$ cat src/rtl/npu_input_loader.sv
// npu_input_loader: parses host byte frames (sync, count, 4 bias bytes, N 4-byte beats)
// into a bias pair, a START pulse and 4-lane input beats for the NPU input buffer.
module npu_input_loader #(
  parameter logic [7:0] SYNC_BYTE = 8'hA5,
  parameter int         MAX_BEATS = 64,
  parameter int         TIMEOUT   = 1000,
  parameter int         TO_W      = 16
) (
  input  logic        CLKEXT,
  input  logic        RST_GLO_N,
  input  logic [7:0]  HOST_DATA,
  input  logic        HOST_VALID,
  output logic        HOST_READY,
  input  logic        LANE_READY,
  output logic        LANE_VALID,
  output logic [7:0]  DA,
  output logic [7:0]  DB,
  output logic [7:0]  DC,
  output logic [7:0]  DD,
  output logic [15:0] BIAS_N1,
  output logic [15:0] BIAS_N2,
  output logic        START,
  output logic        BUSY,
  output logic        FRAME_DONE,
  input  logic        CLR_ERR,
  output logic [1:0]  ERR
);

  typedef enum logic [2:0] {S_HDR, S_CNT, S_BIAS, S_DATA, S_DRAIN} state_t;

  localparam logic [7:0]      MAX_B8 = 8'(MAX_BEATS);
  localparam logic [TO_W-1:0] TO_LIM = TO_W'(TIMEOUT);

  state_t               state_q, state_d;
  logic [1:0]           idx_q, idx_d;        // byte position within bias word / beat
  logic [7:0]           n_q, n_d;            // beats in this frame
  logic [7:0]           beat_q, beat_d;      // beats loaded so far
  logic [2:0][7:0]      stg_q, stg_d;        // first three bytes of a group
  logic [3:0][7:0]      lane_q, lane_d;      // [3]=byte0 ... [0]=byte3
  logic                 lane_vld_q, lane_vld_d;
  logic [15:0]          bias1_q, bias1_d, bias2_q, bias2_d;
  logic                 start_q, start_d, busy_q, busy_d, done_q, done_d;
  logic [1:0]           err_q, err_d, err_set;
  logic [TO_W-1:0]      to_q, to_d, to_inc;
  logic                 host_rdy, byte_acc, beat_acc, load;

  // Ready is only withheld on the beat-closing byte while the output beat is stuck.
  always_comb begin
    host_rdy = 1'b0;
    unique case (state_q)
      S_HDR, S_CNT, S_BIAS: host_rdy = 1'b1;
      S_DATA:               host_rdy = (idx_q != 2'd3) | ~lane_vld_q | LANE_READY;
      default:              host_rdy = 1'b0;
    endcase
  end

  // Gated by reset so the host sees no ready while the loader is held in reset.
  assign HOST_READY = host_rdy & RST_GLO_N;
  assign byte_acc   = HOST_VALID & host_rdy;
  assign beat_acc   = lane_vld_q & LANE_READY;
  assign to_inc     = to_q + TO_W'(1);

  // Next-state: frame parsing, beat assembly, idle timeout and sticky errors.
  always_comb begin
    state_d  = state_q;
    idx_d    = idx_q;
    n_d      = n_q;
    beat_d   = beat_q;
    stg_d    = stg_q;
    lane_d   = lane_q;
    bias1_d  = bias1_q;
    bias2_d  = bias2_q;
    busy_d   = busy_q;
    start_d  = 1'b0;
    done_d   = 1'b0;
    err_set  = 2'b00;
    to_d     = to_q;
    load     = 1'b0;

    unique case (state_q)
      S_HDR: if (byte_acc) begin
        if (HOST_DATA == SYNC_BYTE) state_d = S_CNT;
        else                        err_set[0] = 1'b1;
      end
      S_CNT: if (byte_acc) begin
        if (HOST_DATA != 8'd0 && HOST_DATA <= MAX_B8) begin
          n_d     = HOST_DATA;
          beat_d  = 8'd0;
          idx_d   = 2'd0;
          busy_d  = 1'b1;
          state_d = S_BIAS;
        end else begin
          err_set[0] = 1'b1;
          state_d    = S_HDR;
        end
      end
      S_BIAS, S_DATA: if (byte_acc) begin
        if (idx_q == 2'd3) begin
          idx_d = 2'd0;
          if (state_q == S_BIAS) begin
            // All 32 bias bits land together with START
            bias1_d = {stg_q[0], stg_q[1]};
            bias2_d = {stg_q[2], HOST_DATA};
            start_d = 1'b1;
            state_d = S_DATA;
          end else begin
            load    = 1'b1;
            lane_d  = {stg_q[0], stg_q[1], stg_q[2], HOST_DATA};
            beat_d  = beat_q + 8'd1;
            if (beat_q + 8'd1 == n_q) state_d = S_DRAIN;
          end
        end else begin
          unique case (idx_q)
            2'd0:    stg_d[0] = HOST_DATA;
            2'd1:    stg_d[1] = HOST_DATA;
            default: stg_d[2] = HOST_DATA;
          endcase
          idx_d = idx_q + 2'd1;
        end
      end
      default: if (beat_acc) begin
        done_d  = 1'b1;
        busy_d  = 1'b0;
        state_d = S_HDR;
      end
    endcase

    // Idle timeout only ticks when the loader is actually waiting on the host.
    if (state_q == S_CNT || state_q == S_BIAS || state_q == S_DATA) begin
      if (byte_acc) to_d = '0;
      else if (host_rdy) begin
        if (to_inc == TO_LIM) begin
          err_set[1] = 1'b1;
          state_d    = S_HDR;
          busy_d     = 1'b0;
          stg_d      = '0;
          idx_d      = 2'd0;
          to_d       = '0;
        end else to_d = to_inc;
      end
    end
    if (state_d != state_q) to_d = '0;

    lane_vld_d = load | (lane_vld_q & ~LANE_READY);
    err_d      = (CLR_ERR ? 2'b00 : err_q) | err_set;
  end

  // State and output registers.
  always_ff @(posedge CLKEXT or negedge RST_GLO_N) begin
    if (!RST_GLO_N) begin
      state_q    <= S_HDR;
      idx_q      <= 2'd0;
      n_q        <= 8'd0;
      beat_q     <= 8'd0;
      stg_q      <= '0;
      lane_q     <= '0;
      lane_vld_q <= 1'b0;
      bias1_q    <= 16'd0;
      bias2_q    <= 16'd0;
      start_q    <= 1'b0;
      busy_q     <= 1'b0;
      done_q     <= 1'b0;
      err_q      <= 2'b00;
      to_q       <= '0;
    end else begin
      state_q    <= state_d;
      idx_q      <= idx_d;
      n_q        <= n_d;
      beat_q     <= beat_d;
      stg_q      <= stg_d;
      lane_q     <= lane_d;
      lane_vld_q <= lane_vld_d;
      bias1_q    <= bias1_d;
      bias2_q    <= bias2_d;
      start_q    <= start_d;
      busy_q     <= busy_d;
      done_q     <= done_d;
      err_q      <= err_d;
      to_q       <= to_d;
    end
  end

  assign LANE_VALID = lane_vld_q;
  assign DA         = lane_q[3];
  assign DB         = lane_q[2];
  assign DC         = lane_q[1];
  assign DD         = lane_q[0];
  assign BIAS_N1    = bias1_q;
  assign BIAS_N2    = bias2_q;
  assign START      = start_q;
  assign BUSY       = busy_q;
  assign FRAME_DONE = done_q;
  assign ERR        = err_q;

endmodule

$ cat config.mk
export PLATFORM = sky130hd
export DESIGN_NAME = npu_input_loader
export DESIGN_NICKNAME = d
export VERILOG_FILES = /design/src/rtl/npu_input_loader.sv
export SDC_FILE = /design/constraint.sdc
export NUM_CORES = 1
export LEC_CHECK = 0
export BUFFER_PORTS_ARGS = -buffer_cell sky130_fd_sc_hd__buf_2
export CORE_MARGIN = 1
export CORE_UTILIZATION = 50
export DETAILED_ROUTE_END_ITERATION = 10
export PLACE_DENSITY = 0.71
export SYNTH_ARGS = -nofsm -noshare
export SYNTH_HDL_FRONTEND = slang
export SYNTH_SLANG_ARGS = --single-unit
$ cat constraint.sdc
create_clock -name CLKEXT -period 6.3 [get_ports CLKEXT]
set_input_delay 0.63 -clock CLKEXT [delete_from_list [all_inputs] [get_ports CLKEXT]]
set_output_delay 0.63 -clock CLKEXT [all_outputs]
set_load 0.005 [all_outputs]
==> out/results.ini <==
[sta]
maxSlewViolCount = 0
hold_viol = 0
fin_skew_ns = 0.009755
relSlewSlack = 0.1629
tightest_slew_ns = 1.256
fin_crit_sh = 0.5035
setup_viol = 0
worst_hold_slack_ns = 0.2361
finalCriticalPeriod_ns = 3.172
worst_slack_ns = 3.128
clock.fmax_ghz = 0.3153
fin_setup_tns_ns = 0
rsz0062_at_grt = false

[detailed_routing]
top_layer = met4
dr.pass1.iters = 7
viasPerCell = 5.829
dr_wl_met3_um = 672
dr_total_vias = 4506
wirelength_met1_mm = 5.991
routedWlPerCell_um = 17.42
drt_iter0_markers = 342
remaining_drc_errors = 6
drtAntennaViolNets = 0
drt_wl_total_mm = 13.46
met2_wirelength_mm = 6.549

[yosys]
synth_top_family_by_area = simple AND/OR/NAND/NOR gates
synth_cell_type_count = 57
ys_seq_elements = 131
synth_area_um2 = 6050
synth_edf_count = 0
synthFlopType = dfrtp_1
synth_cells = 541
synth-simple-area-share = 0.1562
yosys.area.top_type_share = 0.5419
synth-compound-area-share = 0.1059
synthAdderAreaFrac = 0.01034
synth_area_per_cell_um2 = 11.18
synth_area_leader_cell = dfrtp_1
syn-num-nets = 559
async_flop_share = 1.000
synthMuxAreaShare = 0.1322
synthXorXnorAreaFrac = 0.02027
synth_area_leaders = dfrtp_1 (54%), mux2_2 (13%), nand2_1 (3.9%)
ys_warn_count = 0
synth_seq_area_share = 0.5419

[grt]
track_usage = 0.2339
gr-total-overflow = 0
antenna_found_initial = 0
grt_pass1_vias = 4508
grt_max_degree = 80
grt_pass1_wl_mm = 22.96

[final_layout]
nFillCells = 918
final_nets = 636
stdcell_count = 773
mostFrequentLayoutCells = dfrtp_1 (131), buf_2 (82), mux2_2 (71), nand2_1 (63), a21oi_1 (38)
drive_gt1_frac = 0.3159
stdcell_area_um2 = 7091
post-route-util = 0.6105
antenna_cells = 0
syn2layout_area_growth_pct = 17.21
layout_commonest_cell = dfrtp_1

[clock_network]
ctsHoldBuffers = 0
htree_num_levels = 4
clk_pin_slew_ns = 0.06
clock-sinks = 131
cts_resized = 0
clock_path_buffers = 2
cts_made_buffers = 17
cts_root_buf = clkbuf_16
cts_tree = yes
clock_latency_ns = 0.42
post_cts_buffers = 0

[setup_path]
cp_max_fo = 44
startpoint_type = flip-flop
cp.required_ns = 6.60
endpoint = DB[1]$_DFFE_PN0P_
reg2regPathDepth = 6
reg2reg_from = idx_q[0]$_DFF_PN0_
arrival_ns = 3.47
path_class = reg -> reg
end_kind = flip-flop
rr_endpoint = DB[1]$_DFFE_PN0P_
cp-startpoint = idx_q[0]$_DFF_PN0_
r2r_slack_ns = 3.13

[power]
powerDensity_nw_per_um2 = 368.7
p_leak_nw = 3.495
max-vdd-ir-drop_mv = 0.1745
finalPower_mw = 2.615

[placement]
place_ws_ns = 3.172
placed_cell_area_um2 = 6535
portBuffers = 83
place_congestion = 0.8429
post-place-cells = 742
dp_hpwl_mm = 8.906

[flow_run]
drv_cap = 0

[min_path]
hold_path.class = in -> async

[floorplan]
die_w_um = 112.0
die_y_um = 112.0
start_util = 0.5209
ioPinCount = 84
core_um2 = 11610
die_area_um2 = 12540
core.rowCount = 39

[outcome]
failed_checks = design-rule violations
status = complete, but fails checks

layer usage:
layer / up-vias / GRT usage
li1: 2086 / -
met1: 2266 / 0.3127
met2: 135 / 0.3694
met3: 19 / 0.05280
met4: 0 / 0.09867
met5: - / 0
area by class of cell:
cell class / count / area, um^2 / area share
Clock buffer: 24 / 481.7 / 0.06794
Clock inverter: 7 / 73.82 / 0.01041
Sequential cell: 131 / 3278 / 0.4623
Inverter: 18 / 67.56 / 0.009529
Multi-Input combinational cell: 365 / 2577 / 0.3635
Timing Repair Buffer: 85 / 432.9 / 0.06106
Tap cell: 143 / 178.9 / 0.02523
worst min-delay path by stage:
stage,slack [ns],from,to,cells past startpoint
3_3_place_gp,0.46,ERR[0]$_DFF_PN0_,ERR[0]$_DFF_PN0_,1
6_report,0.24,RST_GLO_N,beat_q[7]$_DFFE_PN0P_,1
2_1_floorplan,0.33,RST_GLO_N,BIAS_N1[0]$_DFFE_PN0P_,0
5_1_grt,0.29,RST_GLO_N,beat_q[7]$_DFFE_PN0P_,1
3_5_place_dp,0.46,ERR[0]$_DFF_PN0_,ERR[0]$_DFF_PN0_,1
4_1_cts,0.28,RST_GLO_N,beat_q[7]$_DFFE_PN0P_,1
registers in the layout, summed over array words and instances (netlist names):
name / count
DB: 8
DA: 8
BIAS_N2: 16
idx_q: 2
DD: 8
FRAME_DONE: 1
beat_q: 8
START: 1
ERR: 2
stg_q: 24
n_q: 8
BIAS_N1: 16
BUSY: 1
LANE_VALID: 1
to_q: 16
DC: 8
state_q: 3
worst max-delay path, stage by stage, from the launching register on:
cell and delay, ns:
dfrtp_1 0.42, ha_1 0.32, and4b_1 0.25, a211oi_2 0.39
nand2_1 0.22, nor2_4 0.99, mux2_2 0.43
kinds of logic after synthesis:
group,Yosys count
adder cells (fa/ha/maj),5
buffers and inverters,45
XOR/XNOR,14
flip-flops,131
AO/OA/AOI/OAI,101
AND/OR/NAND/NOR,174
multiplexers,71
report_power, final:
part           switching, mW  internal, mW  leakage (nW)  total (mW)
Sequential             0.144          1.01          1.76        1.16
Combinational          0.305         0.230          1.46       0.534
Clock                  0.352         0.572         0.271       0.925
Total                  0.801          1.81          3.49        2.61
cell usage after synthesis, types with 2 or more instances:
cell and number:
o211ai_1 4, nand4_1 5, xor2_1 8, and3_1 3, a211oi_1 2, nor2b_1 6, a21o_1 2, o221ai_1 4
or3_1 3, and2_1 5, nor3_1 9, o22ai_1 3, dfrtp_1 131, nand3b_1 4, nand2b_1 2, xnor2_1 6
o21a_1 3, inv_1 18, buf_4 6, and4_1 3, nor4_1 4, and4b_1 2, o31ai_1 6, buf_1 2
a31oi_1 9, nor4_4 2, nand2_1 63, o21ai_0 18, buf_2 8, nand3_1 36, a21oi_1 38, mux2_2 71
clkbuf_1 11, nor2_1 17, ha_1 5
Power figures use the tool's default switching activity.
